## src/rtl/uart_pkg.sv

```systemverilog
// Shared UART definitions: receiver FSM state encoding and default frame constants.
package uart_pkg;

    localparam int UART_CLKS_PER_BIT = 6;
    localparam int UART_DATA_BITS    = 8;

    typedef enum logic [2:0] {
        IDLE,
        START,
        DATA,
        PARITY,
        STOP
    } uart_rx_state_t;

endpackage

```

## src/rtl/uart_rx_sync.sv

```systemverilog
// Two-flop synchroniser for the asynchronous rx pin, plus a delay flop for falling-edge detect.
// All three flops reset to the idle line level so leaving reset never looks like a start edge.
module uart_rx_sync (
    input  logic clk,
    input  logic reset,
    input  logic rx,
    output logic rx_sync,
    output logic fall
);

    logic meta_q, meta_d;
    logic sync_q, sync_d;
    logic prev_q, prev_d;

    always_comb begin
        meta_d = rx;
        sync_d = meta_q;
        prev_d = sync_q;
    end

    // NOTE: sequential state uses non-blocking assignments so every flop samples pre-edge values.
    always_ff @(posedge clk) begin
        if (reset) begin
            meta_q <= 1'b1;
            sync_q <= 1'b1;
            prev_q <= 1'b1;
        end else begin
            meta_q <= meta_d;
            sync_q <= sync_d;
            prev_q <= prev_d;
        end
    end

    assign rx_sync = sync_q;
    assign fall    = prev_q & ~sync_q;

endmodule

```

## src/rtl/uart_rx.sv

```systemverilog
// UART receiver: mid-bit sampling of start/data/(parity)/stop, LSB-first, one-cycle result pulses.
// Optional parity checking is built only when UART_RX_PARITY_EN is defined.
module uart_rx
    import uart_pkg::*;
#(
    parameter int CLKS_PER_BIT = UART_CLKS_PER_BIT,
    parameter int DATA_BITS    = UART_DATA_BITS,
    parameter int PARITY_ODD   = 0
) (
    input  logic                 clk,
    input  logic                 reset,
    input  logic                 rx,
    output logic [DATA_BITS-1:0] data_out,
    output logic                 valid_out,
    output logic                 frame_err,
    output logic                 parity_err,
    output logic                 busy
);

    localparam int            BW        = $clog2(CLKS_PER_BIT);
    localparam logic [BW-1:0] BAUD_LAST = BW'(CLKS_PER_BIT - 1);
    localparam logic [BW-1:0] BAUD_HALF = BW'(CLKS_PER_BIT / 2 - 1);
    localparam logic [3:0]    BIT_LAST  = 4'(DATA_BITS - 1);

    logic                 rx_sync;
    logic                 fall;
    logic                 at_last;
    logic                 parity_pending;

    uart_rx_state_t       state_q, state_d;
    logic [BW-1:0]        baud_cnt_q, baud_cnt_d;
    logic [3:0]           bit_cnt_q, bit_cnt_d;
    logic [DATA_BITS-1:0] shift_q, shift_d;
    logic [DATA_BITS-1:0] data_q, data_d;
    logic                 valid_q, valid_d;
    logic                 frame_err_q, frame_err_d;
    logic                 parity_err_q, parity_err_d;

    uart_rx_sync u_sync (
        .clk     (clk),
        .reset   (reset),
        .rx      (rx),
        .rx_sync (rx_sync),
        .fall    (fall)
    );

    assign at_last = (baud_cnt_q == BAUD_LAST);

    // State register and datapath flops.
    always_ff @(posedge clk) begin
        if (reset) begin
            state_q      <= IDLE;
            baud_cnt_q   <= '0;
            bit_cnt_q    <= '0;
            shift_q      <= '0;
            data_q       <= '0;
            valid_q      <= 1'b0;
            frame_err_q  <= 1'b0;
            parity_err_q <= 1'b0;
        end else begin
            state_q      <= state_d;
            baud_cnt_q   <= baud_cnt_d;
            bit_cnt_q    <= bit_cnt_d;
            shift_q      <= shift_d;
            data_q       <= data_d;
            valid_q      <= valid_d;
            frame_err_q  <= frame_err_d;
            parity_err_q <= parity_err_d;
        end
    end

    // Next-state logic; counters restart on every state entry and every sample.
    always_comb begin
        // NOTE: every signal gets a default first so no path through the case infers a latch.
        state_d    = state_q;
        baud_cnt_d = baud_cnt_q + 1'b1;
        bit_cnt_d  = bit_cnt_q;
        shift_d    = shift_q;
        case (state_q)
            IDLE: begin
                baud_cnt_d = '0;
                bit_cnt_d  = '0;
                if (fall) state_d = START;
            end
            START: begin
                if (baud_cnt_q == BAUD_HALF) begin
                    baud_cnt_d = '0;
                    state_d    = rx_sync ? IDLE : DATA;
                end
            end
            DATA: begin
                if (at_last) begin
                    baud_cnt_d = '0;
                    shift_d    = {rx_sync, shift_q[DATA_BITS-1:1]};
                    bit_cnt_d  = bit_cnt_q + 4'd1;
                    if (bit_cnt_q == BIT_LAST) begin
                        bit_cnt_d = '0;
`ifdef UART_RX_PARITY_EN
                        state_d   = PARITY;
`else
                        state_d   = STOP;
`endif
                    end
                end
            end
`ifdef UART_RX_PARITY_EN
            PARITY: begin
                if (at_last) begin
                    baud_cnt_d = '0;
                    state_d    = STOP;
                end
            end
`endif
            STOP: begin
                if (at_last) begin
                    baud_cnt_d = '0;
                    state_d    = IDLE;
                end
            end
            default: begin
                baud_cnt_d = '0;
                bit_cnt_d  = '0;
                state_d    = IDLE;
            end
        endcase
    end

`ifdef UART_RX_PARITY_EN
    logic par_bad_q, par_bad_d;

    // Parity verdict is latched at the parity sample and consumed at the stop sample.
    always_comb begin
        par_bad_d = par_bad_q;
        if (state_q == IDLE)
            par_bad_d = 1'b0;
        else if (state_q == PARITY && at_last)
            par_bad_d = ((^shift_q) ^ (PARITY_ODD != 0)) != rx_sync;
    end

    always_ff @(posedge clk) begin
        if (reset) par_bad_q <= 1'b0;
        else       par_bad_q <= par_bad_d;
    end

    assign parity_pending = par_bad_q;
`else
    logic unused_parity_cfg;
    assign unused_parity_cfg = (PARITY_ODD != 0);
    assign parity_pending    = 1'b0;
`endif

    // Output logic: result pulses are computed at the stop sample and registered.
    always_comb begin
        valid_d      = 1'b0;
        frame_err_d  = 1'b0;
        parity_err_d = 1'b0;
        data_d       = data_q;
        if (state_q == STOP && at_last) begin
            frame_err_d  = ~rx_sync;
            parity_err_d = parity_pending;
            if (rx_sync && !parity_pending) begin
                valid_d = 1'b1;
                data_d  = shift_q;
            end
        end
    end

    assign busy       = (state_q != IDLE);
    assign data_out   = data_q;
    assign valid_out  = valid_q;
    assign frame_err  = frame_err_q;
    assign parity_err = parity_err_q;

endmodule

```

## config.mk

```make
export PLATFORM = sky130hd
export DESIGN_NAME = uart_rx
export DESIGN_NICKNAME = d
export VERILOG_FILES = /design/src/rtl/uart_pkg.sv /design/src/rtl/uart_rx_sync.sv /design/src/rtl/uart_rx.sv
export SDC_FILE = /design/constraint.sdc
export NUM_CORES = 1
export LEC_CHECK = 0
export CAP_MARGIN = 15
export CORE_MARGIN = 8
export CORE_UTILIZATION = 35
export DETAILED_ROUTE_END_ITERATION = 10
export GPL_TIMING_DRIVEN = 1
export SYNTH_ARGS = -nofsm -noshare
export SYNTH_HDL_FRONTEND = slang
export SYNTH_SLANG_ARGS = --single-unit
```

## constraint.sdc

```tcl
create_clock -name clk -period 1.3 [get_ports clk]
set_input_delay 0.13 -clock clk [delete_from_list [all_inputs] [get_ports clk]]
set_output_delay 0.13 -clock clk [all_outputs]
set_load 0.01 [all_outputs]
```

==> metrics.sh <==
MAX_CLOCK_FREQ_MHz=708
FLOORPLAN.CORE_AREA_UM2=3720
CLKLATENCYLATEPIN_NS=0.29
CRITPATHCAPTURETYPE='flip-flop'
WORST_PATH_MAX_DELAY_CELL='sky130_fd_sc_hd__a221o_1'
CLOCK_PATH_BUFFERS=2
POSTCTSHOLDBUFS=0
VIOLATIONS_IN_THE_FINAL_REPORTS='negative setup slack'
NUMBER_OF_TOP_LEVEL_DESIGN_PORTS=15
AVGSYNTHCELLAREA_UM2=9.90
REG2REG_SETUP_SLACK_NS=-0.11
DP_HPWL_MM=2.10
GRT_START_MAX_NET_PINS=12
REGTOREGENDPOINT='bit_cnt_q[2]$_SDFFE_PP0P_'
WORST_R2R_STARTPOINT='state_q[0]$_SDFFE_PP0P_'
RSZ0062_AT_GRT='yes'
PLACE.PORT_BUFFERS=13
SYNTH_CELL_TYPES=37
GRT_UTIL_ALL_LAYERS_PCT=9.90
SYNTH_LARGEST_TYPE_AREA_FRACTION_PCT=45.4
DRTPASS1ITERATIONS=4
FILLER_CELL_COUNT=319
DRCVIOLATIONCOUNT=0
FINALWIRELENGTH_MM=3.18
MIN-DELAY-PATH-CLASS='input pin to flip-flop'
TIMING_HOLD_VIOLATIONS_FINAL=0
ASYNCSETRESETFLOPFRACSYNTH_PCT=0
WORSTHOLDSTART='rx'
ANTENNA_LEFT=0
SLEW_VIOL_FINAL=0
CTS-HTREE-LEVELS=2
POWER_DENSITY_nW_PER_UM2=1160
HOLD_DEPTH=2
TRITONCTS='yes'
YOSYS_REGISTER_BITS=31
CELLLEAKAGEPOWER_nW=0.969
DRT-INITIAL-DRC-COUNT=29
TNS_NS=-0.381
SYNTH_FF_TYPE='sky130_fd_sc_hd__dfxtp_1'
WORSTPATHREQUIRED_NS=1.47
SYNTH_SEQ_AREA_SHARE_PCT=45.4
GLOBALROUTEOVERFLOWTOTAL=0
FP.DIEAREA_UM2=6160
FINAL_GP_CONGESTION=0.853
FP.DIEW_UM=78.5
CTS-ROOT-BUF='sky130_fd_sc_hd__clkbuf_8'
SINK_OF_THE_WORST_HOLD_PATH='u_sync.meta_q$_SDFF_PP1_'
NUMCTSBUFFERS=5
ANTENNA-DIODE-COUNT=0
WL_PER_CELL_UM=13.8
GRT-BUSIEST-LAYER='met2'
FINALSETUPVIOLCOUNT=7
CP_DATA_ARRIVAL_TIME_NS=1.58
VIA_COUNT_OF_THE_FIRST_GLOBAL_ROUTING_PASS=1040
MULTI_INPUT_AREA_UM2=763
NET_TOTAL_IN_THE_FINAL_LAYOUT=185
FLOORPLAN.INITIALDENSITY_PCT=36.8
SYN_INST=138
FINAL_WORST_PATH_PERIOD_SHARE_PCT=109
POSTSYNTHNETCOUNT=142
GRT_FIRST_PASS_WIRELENGTH_MM=4.83
SETUP.WORST_PATH.START_CLASS='flip-flop'
GRT_UTIL_MET2_PCT=16.1
FP-ROW-COUNT=22
CRITICAL_PATH.MAX_FANOUT=4
DIE-HEIGHT_UM=78.5
PEAKVDDDROP_mV=0.600
GRT_ANTENNA_BEFORE_REPAIR=0
SYN2LAYOUT_AREA_GROWTH_PCT=44.9
SYNTH.CELL_AREA_UM2=1370
AVGVIACOUNTPERCELL=4.92
GRTUSAGEMET3_PCT=2.96
POST_SYNTH_MAIN_AREA_CONTRIBUTORS='sky130_fd_sc_hd__dfxtp_1, sky130_fd_sc_hd__mux2i_1, sky130_fd_sc_hd__nor2_1, sky130_fd_sc_hd__a21oi_1, sky130_fd_sc_hd__nand3_2'
FINALWORSTSETUPSLACK_NS=-0.112
SYNTH_AREA_LEADER_CELL='sky130_fd_sc_hd__dfxtp_1'
FINAL_PERIOD_MINUS_WORST_SETUP_SLACK_NS=1.41
COUNT_OF_CLOCK_TREE_SINKS=31
MAXCAPVIOLATIONS=0
SEQUENTIAL_CELL_AREA_UM2=636
TIMING.CLOCK.SKEW_NS=0.00406
STATUS='finished with violations'
FINAL_CORE_UTILIZATION_PCT=53.3
COUNT_OF_FLIP_FLOPS_WITH_A_BUILT_IN_ENABLE_AFTER_SYNTHESIS=0
VIA_COUNT=1131
GRT_USE_MET1_PCT=10.9
CLK_TRANSITION_REPORTED_PATHS_NS=0.07
DRIVE_GT1_SHARE_PCT=36.8
CRIT_CHAIN='buf_6, buf_4, a221o_1, o21ai_1, a21oi_2'
CPPEAKSTAGEDELAY_NS=0.38
REG2REGPATHDEPTH=5
YS_WARN_COUNT=0
PATH_CLASS='flip-flop to flip-flop'
## cells in the mapped netlist, drive strengths merged (3+ instances only)
library cell  instances
dfxtp                31
nor2                 26
mux2i                17
a21oi                 7
nand3                 6
buf                   5
inv                   4
nand2                 4
clkbuf                3
nand2b                3
nand3b                3
## cell type report
class	instances	share of cell area (%)
well taps	48	3.03
inverters	4	0.759
repair buffers	44	19.6
flip-flops and latches	31	32.1
clock inverters	2	1.77
clock buffers	6	4.17
multi-input cells	95	38.6
## sequential cells by signal (all words and copies together) (netlist names)
signal	flops
data_out	8
state_q	3
u_sync.rx_sync	1
frame_err	1
shift_q	8
bit_cnt_q	4
valid_out	1
baud_cnt_q	3
u_sync.prev_q	1
u_sync.meta_q	1
## worst max-delay path: cells and delay by family (launching register included)
kind,cells,cell delay (ns)
buffers and inverters,2,0.27
DFF,1,0.34
AOI/OAI and AO/OA,3,0.69
## cell families (layout without fill, tap and decap cells)
family	after synthesis	in the layout	synth area share (%)
xor gates and xnor gates	3	3	1.92
other	1	1	0.274
buffers and inverters	12	56	5.22
AOI/OAI and AO/OA	14	14	7.23
and+or+nand+nor	58	58	25.5
muxes	18	18	13.6
DFF	31	31	45.4
adders and majority gates	1	1	0.916
## how the worst max path moves through the flow
stage,depth (start not counted),slack (ns),from,end
global placement,6,-0.07,state_q[0]$_SDFFE_PP0P_,bit_cnt_q[3]$_SDFFE_PP0P_
global route,5,-0.16,state_q[0]$_SDFFE_PP0P_,bit_cnt_q[2]$_SDFFE_PP0P_
floorplan,5,-0.06,state_q[1]$_SDFFE_PP0P_,state_q[2]$_SDFFE_PP0P_
detailed placement,4,-0.12,state_q[2]$_SDFFE_PP0P_,state_q[2]$_SDFFE_PP0P_
finish,5,-0.11,state_q[0]$_SDFFE_PP0P_,bit_cnt_q[2]$_SDFFE_PP0P_
CTS,6,-0.09,state_q[0]$_SDFFE_PP0P_,bit_cnt_q[3]$_SDFFE_PP0P_
## cell usage in the layout (no fill, tap or decap), types with 2 or more instances in the layout
cell type and n:
sky130_fd_sc_hd__buf_4 23, sky130_fd_sc_hd__nand2_1 4, sky130_fd_sc_hd__or2_2 2, sky130_fd_sc_hd__nand4b_1 2
sky130_fd_sc_hd__clkdlybuf4s50_1 3, sky130_fd_sc_hd__clkbuf_8 6, sky130_fd_sc_hd__nand4_1 2, sky130_fd_sc_hd__nor3b_4 2
sky130_fd_sc_hd__dlygate4sd2_1 6, sky130_fd_sc_hd__a21oi_1 6, sky130_fd_sc_hd__mux2i_1 17, sky130_fd_sc_hd__nand3_4 2
sky130_fd_sc_hd__nand3b_1 3, sky130_fd_sc_hd__nand3_1 3, sky130_fd_sc_hd__or3b_4 2, sky130_fd_sc_hd__dfxtp_1 23
sky130_fd_sc_hd__dfxtp_2 6, sky130_fd_sc_hd__dfxtp_4 2, sky130_fd_sc_hd__nor2_1 25, sky130_fd_sc_hd__o21ai_1 2
sky130_fd_sc_hd__dlymetal6s2s_1 3, sky130_fd_sc_hd__nand2b_1 3, sky130_fd_sc_hd__inv_1 4, sky130_fd_sc_hd__buf_6 8
## per-layer routing
layer	part of all wire, %	vias up
met5	0	-
met4	2.5	0
met3	3.3	6
met2	52	16
met1	43	549
li1	-	560
## report_power, final
part	total [mW]	switching [mW]	leakage (nW)	internal, mW
Combinational	0.325	0.150	0.652	0.174
Sequential	0.978	0.0150	0.255	0.963
Clock	0.986	0.367	0.0612	0.620
Total	2.29	0.532	0.969	1.76
## through the flow
stage | instance area (um2) | power, mW | std cells | setup WS (ns) | hold slack [ns]
6_report | 1980 | 2.29 | 230 | -0.112 | 0.400
5_1_grt | 1980 | 2.38 | 230 | -0.158 | 0.417
4_1_cts | 1820 | 2.25 | 221 | -0.0883 | 0.394
3_5_place_dp | 1660 | 1.25 | 211 | -0.122 | 0.395
3_3_place_gp | 1660 | 1.24 | 211 | -0.0660 | 0.393
2_1_floorplan | 1380 | 1.16 | 138 | -0.0593 | 0.230
## what timing repair did
action                     4_1_cts  5_1_grt
pin swaps                        0       18
buffers inserted                 2        9
cloned                           0        0
setup endpoints to repair       31       29
resized for setup               17       23
Note: power is estimated with default switching activity, not from simulation.
